### config.mk
export PLATFORM = sky130hd
export DESIGN_NAME = svc_rv_div_iter
export DESIGN_NICKNAME = d
export VERILOG_FILES = /design/src/rtl/svc_rv_div_iter.sv
export SDC_FILE = /design/constraint.sdc
export NUM_CORES = 1
export LEC_CHECK = 0
export BUFFER_PORTS_ARGS = -buffer_cell sky130_fd_sc_hd__buf_2
export CORE_ASPECT_RATIO = 1.25
export CORE_MARGIN = 2
export CORE_UTILIZATION = 61
export CTS_CLUSTER_DIAMETER = 100
export DETAILED_ROUTE_END_ITERATION = 16
export PLACE_DENSITY_LB_ADDON = 0.08
export SLEW_MARGIN = 30
export SYNTH_ARGS = -nofsm -noshare
export SYNTH_HDL_FRONTEND = slang
export SYNTH_SLANG_ARGS = --single-unit
export TNS_END_PERCENT = 50
### constraint.sdc
create_clock -name clk -period 6.3 [get_ports clk]
set_clock_uncertainty 0.2 [all_clocks]
set_input_delay 0.945 -clock clk [delete_from_list [all_inputs] [get_ports clk]]
set_output_delay 0.945 -clock clk [all_outputs]
set_load 0.01 [all_outputs]
### src/rtl/svc_rv_div_iter.sv
// Iterative radix-2 restoring divider for RV32M DIV/DIVU/REM/REMU in EX.
// Produces op_active (stall request for the hazard unit) combinationally and
// a registered result, presented with result_valid in the DONE cycle.
module svc_rv_div_iter #(
    parameter int unsigned XLEN = 32
) (
    input  logic            clk,
    input  logic            rst,
    input  logic            start,
    input  logic            flush,
    input  logic [1:0]      op,
    input  logic [XLEN-1:0] rs1,
    input  logic [XLEN-1:0] rs2,
    output logic            op_active,
    output logic            result_valid,
    output logic [XLEN-1:0] result
);

    localparam int unsigned CW = $clog2(XLEN);
    localparam logic [XLEN-1:0] SMIN = {1'b1, {(XLEN-1){1'b0}}};

    typedef enum logic [1:0] {
        IDLE,
        BUSY,
        DONE
    } state_t;

    state_t          state_q;
    logic [CW-1:0]   count_q;
    logic [XLEN-1:0] rem_q;
    logic [XLEN-1:0] quo_q;
    logic [XLEN-1:0] dvs_q;
    logic [XLEN-1:0] result_q;
    logic            is_rem_q;
    logic            neg_q;

    // Operand decode for the start cycle
    logic            is_signed;
    logic            rs1_neg;
    logic            rs2_neg;
    logic [XLEN-1:0] rs1_mag;
    logic [XLEN-1:0] rs2_mag;
    logic            div_zero;
    logic            ovf;
    logic            special;
    logic [XLEN-1:0] special_res;
    logic            neg_d;

    // Datapath for one restoring step and final sign correction
    logic [XLEN:0]   shifted;
    logic [XLEN:0]   diff;
    logic            fits;
    logic [XLEN-1:0] step_rem;
    logic [XLEN-1:0] step_quo;
    logic [XLEN-1:0] final_mag;
    logic [XLEN-1:0] final_res;

    // Decode op/operands: magnitudes, result sign, and special-case results
    always_comb begin
        is_signed   = ~op[0];
        rs1_neg     = is_signed & rs1[XLEN-1];
        rs2_neg     = is_signed & rs2[XLEN-1];
        rs1_mag     = rs1_neg ? -rs1 : rs1;
        rs2_mag     = rs2_neg ? -rs2 : rs2;
        div_zero    = (rs2 == '0);
        ovf         = is_signed & (rs1 == SMIN) & (rs2 == '1);
        special     = div_zero | ovf;
        // Remainder follows the dividend sign; quotient is negative on sign mismatch
        neg_d       = op[1] ? rs1_neg : (rs1_neg ^ rs2_neg);
        special_res = '0;
        if (div_zero) begin
            special_res = op[1] ? rs1 : '1;
        end else begin
            special_res = op[1] ? '0 : SMIN;
        end
    end

    // One shift-subtract step: quotient bits shift in from the right as the
    // dividend bits shift out of quo_q into the partial remainder
    always_comb begin
        shifted   = {rem_q, quo_q[XLEN-1]};
        diff      = shifted - {1'b0, dvs_q};
        fits      = ~diff[XLEN];
        step_rem  = fits ? diff[XLEN-1:0] : shifted[XLEN-1:0];
        step_quo  = {quo_q[XLEN-2:0], fits};
        final_mag = is_rem_q ? step_rem : step_quo;
        final_res = neg_q ? -final_mag : final_mag;
    end

    // Control FSM and datapath registers
    always_ff @(posedge clk or posedge rst) begin
        if (rst) begin
            state_q  <= IDLE;
            count_q  <= '0;
            rem_q    <= '0;
            quo_q    <= '0;
            dvs_q    <= '0;
            result_q <= '0;
            is_rem_q <= 1'b0;
            neg_q    <= 1'b0;
        end else if (flush) begin
            state_q <= IDLE;
        end else begin
            case (state_q)
                IDLE: begin
                    if (start) begin
                        is_rem_q <= op[1];
                        neg_q    <= neg_d;
                        dvs_q    <= rs2_mag;
                        if (special) begin
                            result_q <= special_res;
                            state_q  <= DONE;
                        end else begin
                            rem_q   <= '0;
                            quo_q   <= rs1_mag;
                            count_q <= CW'(XLEN - 1);
                            state_q <= BUSY;
                        end
                    end
                end
                BUSY: begin
                    rem_q <= step_rem;
                    quo_q <= step_quo;
                    if (count_q == '0) begin
                        result_q <= final_res;
                        state_q  <= DONE;
                    end else begin
                        count_q <= count_q - 1'b1;
                    end
                end
                DONE: begin
                    // start is still the same instruction here; never retrigger
                    state_q <= IDLE;
                end
                default: state_q <= IDLE;
            endcase
        end
    end

    // Busy is combinational so the stall covers the very first EX cycle
    always_comb begin
        op_active    = ~flush & (((state_q == IDLE) & start) | (state_q == BUSY));
        result_valid = ~flush & (state_q == DONE);
        result       = result_q;
    end

endmodule

# --- Yosys cells after proc, flatten, opt, wreduce, memory -nomap -nowiden ---
# Index checks and enable logic that the tools add are counted.
totals:
  reg_bits: 137
  latchBits: 0
  mem_bits_rw: 0
  rom_bits: 0
  out_inout_bits: 34
  elab_cells: 74
  mem_count: 0
op_classes:
  addsub: 5
  n_mul: 0
  n_div: 0
  n_lt_le_gt_ge: 0
  n_eq_ne: 11
  n_shift: 0
  muxes: 28
  n_bitwise: 13
  n_reduce_logical: 9
op_table:
  columns: ["cell", "count"]
  rows:
  - ["$mux 32", 15]
  - ["$pmux 32 s2", 3]
  - ["$neg 32->32", 3]
  - ["$eq 32x32->1 const B", 2]
  - ["$sub 33x32->33", 1]
  - ["$logic_not 32->1", 1]
  - ["$mux 5", 3]
  - ["$ne 2x2->1 const B", 5]
  - ["$pmux 5 s2", 1]
  - ["$reduce_and 5->1", 2]
  - ["$mux 2", 4]
  - ["$and 1x1->1", 7]
  - ["$ne 3x3->1 const B", 2]
  - ["$logic_not 5->1", 1]
  - ["$sub 5x1->5 const B", 1]
  - ["$pmux 2 s2", 1]
  - ["$reduce_and 4->1", 1]
  - ["$not 1->1", 3]
  - ["$reduce_and 3->1", 1]
  - ["$eq 2x1->1 const B", 1]
  - ["$eq 2x2->1 const B", 1]
  - ["$logic_not 2->1", 1]
  - ["$or 1x1->1", 2]
  - ["$reduce_and 2->1", 1]
  - ["other kinds (3)", 3]

# --- Depth between registers and ports, before layout ---
logic_depth:
  depth_word: 8
  depth_mapped: 20
  mapped_depth_nobuf: 19

# --- Least setup slack after synthesis ---
# Ideal clock, no wire load.
synth_path:
  kind: "register to register"
  from: "reg quo_q[31]"
  to: "reg result_q[30] (netlist: result[30])"
  setup_ps: 104
  arrival_ps: 4484
  t_required_ps: 5996
  setup_slack_ps: 1512
  stages_incl_launch_ff: 18
  path_cell_list: "dfrtp_1 inv_1 ha_1 inv_1 fa_1 a211oi_1 o211ai_1 and3_1 o211ai_1 a211oi_2 buf_6 o311a_1 a211oi_1 nand3_2 or4_4 o31ai_2 xor2_1 a221oi_1"
synth_via:
  elab_chain_cells: 7
  elab_cells_between_ends: 8
synth_lines:
  columns: ["element", "line", "text"]
  rows:
  - ["start: declaration", "31", "logic [XLEN-1:0] quo_q;"]
  - ["start signal: assignment", "115", "quo_q <= rs1_mag;"]
  - ["start signal: assignment", "123", "quo_q <= step_quo;"]
  - ["$sub 33x32->33", "82", "diff = shifted - {1'b0, dvs_q};"]
  - ["$mux 32 or $not 1->1 (tied branches)", "84, 83", null]
  - ["$mux 32 (*)", "86", "final_mag = is_rem_q ? step_rem : step_quo;"]
  - ["$neg 32->32", "87", "final_res = neg_q ? -final_mag : final_mag;"]
  - ["$mux 32 (*)", "87", null]
  - ["$mux 32 (*)", "124", "if (count_q == '0) begin"]
  - ["$pmux 32 s2 (*)", "104", "case (state_q)"]
  - ["end signal: assignment", "111", "result_q <= special_res;"]
  - ["end signal: assignment", "125", "result_q <= final_res;"]
  - ["end: declaration", "33", "logic [XLEN-1:0] result_q;"]
# Every way passes the cells marked *; elsewhere a longest branch is shown, timed or not. The select of a mux whose other input is x is not followed.
# A chain may end at the register's enable or synchronous reset.

# --- Worst setup path after layout ---
# Same ends and word-level chain as after synthesis.

==> impl_metrics.env <==
export IMPL_arrival_ns=5.66
export IMPL_core_area_mm2=0.0180
export IMPL_ys_types=88
export IMPL_rsz0062_at_grt="no"
export IMPL_synth_area_leaders="dfrtp_1 31%, a21oi_1 6.5%, o21ai_0 6.5%"
export IMPL_portBuffers=103
export IMPL_wl_per_cell_um=19.1
export IMPL_ys_seq_elements=137
export IMPL_synth_edff_count=0
export IMPL_cap_violations=0
export IMPL_grt_pass1_vias=10325
export IMPL_dp_hpwl_mm=25.0
export IMPL_syn_cell_area_mm2=0.0112
export IMPL_synthCells=1440
export IMPL_dr_pass1_iters=5
export IMPL_routabilityCongestion=0.946
export IMPL_synth_ff_type="dfrtp_1"
export IMPL_pre_cts_ws_ns=0.834
export IMPL_area_growth_pct=11.6
export IMPL_drive_gt1_share_pct=12.9
export IMPL_required_ns=6.41
export IMPL_io_pins=104
export IMPL_n_fill_cell=1542
export IMPL_ant_nets=0
export IMPL_worst_slew_pin_slew_ns=1.05
export IMPL_vias=11145
export IMPL_yosysWarnings=0
export IMPL_dieArea_mm2=0.0194
export IMPL_multi_input_area_mm2=0.00725
export IMPL_cts_tree="yes"
export IMPL_fin_nets=1612
export IMPL_synthArstFlopShare_pct=100
export IMPL_cts_max_level=4
export IMPL_insertedDiodeCount=0
export IMPL_regArea_mm2=0.00343
export IMPL_grt_max_degree=97
export IMPL_cts_resized=0
export IMPL_holdCritPathClass="reg2reg"
export IMPL_hold_viol=0
export IMPL_ys_seq_area_share_pct=30.7
export IMPL_die_w_um=125
export IMPL_grt_pass1_wl_mm=54.0
export IMPL_fin_crit_sh_pct=88.1
export IMPL_worstSetupStartpointType="flip-flop"
export IMPL_clock_sinks=137
export IMPL_grtUsageTotal_pct=34.3
export IMPL_antenna_found_initial=0
export IMPL_status="completed"
export IMPL_initialDrtViolationCount=965
export IMPL_p_leak_uw=0.00545
export IMPL_final_min_clock_period_ns=5.55
export IMPL_start_util_pct=61.9
export IMPL_finalMaxSlewViolations=0
export IMPL_cts_setup_buffers=0
export IMPL_route_detailed_drc=0
export IMPL_finalSetupViolCount=0
export IMPL_clk_pin_slew_ns=0.06
export IMPL_viasPerCell=6.39
export IMPL_synth_top_area_cell="dfrtp_1"
export IMPL_fmax_mhz=180
export IMPL_numCtsBuffers=17
export IMPL_worst_setup_path_end_kind="flip-flop"
export IMPL_timing_final_ws_setup_ns=0.750
export IMPL_avgSynthCellArea_um2=7.75
export IMPL_syn_nets=1549
export IMPL_die_height_um=155
export IMPL_critPathKind="reg2reg"
export IMPL_num_rows=55
export IMPL_powerDensity_mw_per_mm2=244
export IMPL_clock_path_buffers=2
export IMPL_cts_hold_fix_buffers=0
export IMPL_worstPathMaxFanout=8
export IMPL_clkLatencyLatePin_ns=0.43
export IMPL_r2r_slack_ns=0.75
export IMPL_maxSlewHeadroom_pct=29.7
export IMPL_tns_ns=0
export IMPL_routed_wl_mm=33.3
export IMPL_ir_drop_mv=0.190
export IMPL_overflow=0
export IMPL_cts_root_buf="clkbuf_16"
export IMPL_netlist_area_leader_share_pct=30.7
==> synthesized netlist by cell type (all sizes together) (14+ instances only) <==
cell and number:
nand4 17, and3 16, o31ai 20, buf 20
o21ai 150, xnor2 49, nor4 15, or3 14
nand2b 18, clkbuf 60, nor3 29, mux2i 27
a21oi 147, nor2 156, inv 52, dfrtp 137
a31oi 26, nand3 24, nand2 174, ha 38
a21o 15, xor2 46
==> registers in the layout (all words and copies together) (netlist names) <==
register	cells
count_q	5
result	32
state_q	2
is_rem_q	1
rem_q	32
quo_q	32
dvs_q	32
neg_q	1
==> area by class of cell <==
type	count	area share, %
multi-input cells	1170	58.2
well taps	228	2.29
inverters	53	1.64
repair buffers	124	5.66
clock inverters	13	1.15
clock buffers	19	3.55
flip-flops and latches	137	27.5
==> metrics by stage <==
stage	cells	power (uW)	util, %	area (um2)	hold slack, ns
floorplan	1440	1740	-	11200	0.262
global placement	1711	2000	65.7	11800	0.275
detailed placement	1712	2020	65.8	11900	0.271
CTS	1744	3030	69.1	12500	0.288
global route	1744	3190	69.1	12500	0.316
finish	1744	3040	69.1	12500	0.288
==> worst max-delay path, cell delays in order, from the launching register on <==
cell,delay (ns)
dfrtp_1,0.40
inv_1,0.07
ha_1,0.16
inv_1,0.05
fa_1,0.41
a211oi_1,0.32
o211ai_1,0.25
and3_1,0.29
o211ai_1,0.51
a211oi_2,0.27
mux2i_1,0.21
inv_1,0.10
ha_1,0.19
nand2_1,0.05
o21ai_0,0.39
nand3_2,0.26
or4_4,0.63
o31ai_2,0.27
xor2_1,0.10
a221oi_1,0.28
==> where the power goes <==
| group | total, uW | internal (uW) | switching (uW) |
|---|---|---|---|
| clock network | 1010 | 596 | 410 |
| logic | 960 | 349 | 611 |
| registers | 1070 | 987 | 84.2 |
| total | 3040 | 1930 | 1110 |
==> cells in the final DEF (no fill, tap or decap), types with 22 or more instances in the layout <==
master   netlist  routed
a21oi_1      146     146
a31oi_1       26      26
buf_2         10     103
dfrtp_1      137     136
ha_1          38      38
inv_1         51      50
mux2i_1       27      27
nand2_1      173     173
nand3_1       22      22
nor2_1       156     156
nor3_1        28      28
o21ai_0      146     146
xnor2_1       49      49
xor2_1        46      46
==> kinds of logic after synthesis <==
kind of cell,Yosys count,share of synthesized area [%]
AOI/OAI and AO/OA,484,27.6
muxes,35,3.23
adders and majority gates,39,4.44
xor gates and xnor gates,95,7.45
buffers and inverters,133,4.72
and+or+nand+nor,517,21.9
DFF,137,30.7
==> layer usage <==
layer | share of wire (%) | track usage, %
met1 | 44 | 46.7
met5 | 0 | 0
met4 | 2.9 | 12.8
met2 | 47 | 56.5
met3 | 6.3 | 4.26
==> worst paths after layout <==
kind	startpoint	endpoint	depth (start not counted)
max in group asynchronous	rst	is_rem_q	3
min reg2reg	result[10]	result[10]	2
max	quo_q[31]	result[30]	19
min in group asynchronous	rst	rem_q[1]	2
max reg2reg	quo_q[31]	result[30]	19
min	result[10]	result[10]	2
Note: power is estimated with default switching activity, not from simulation.
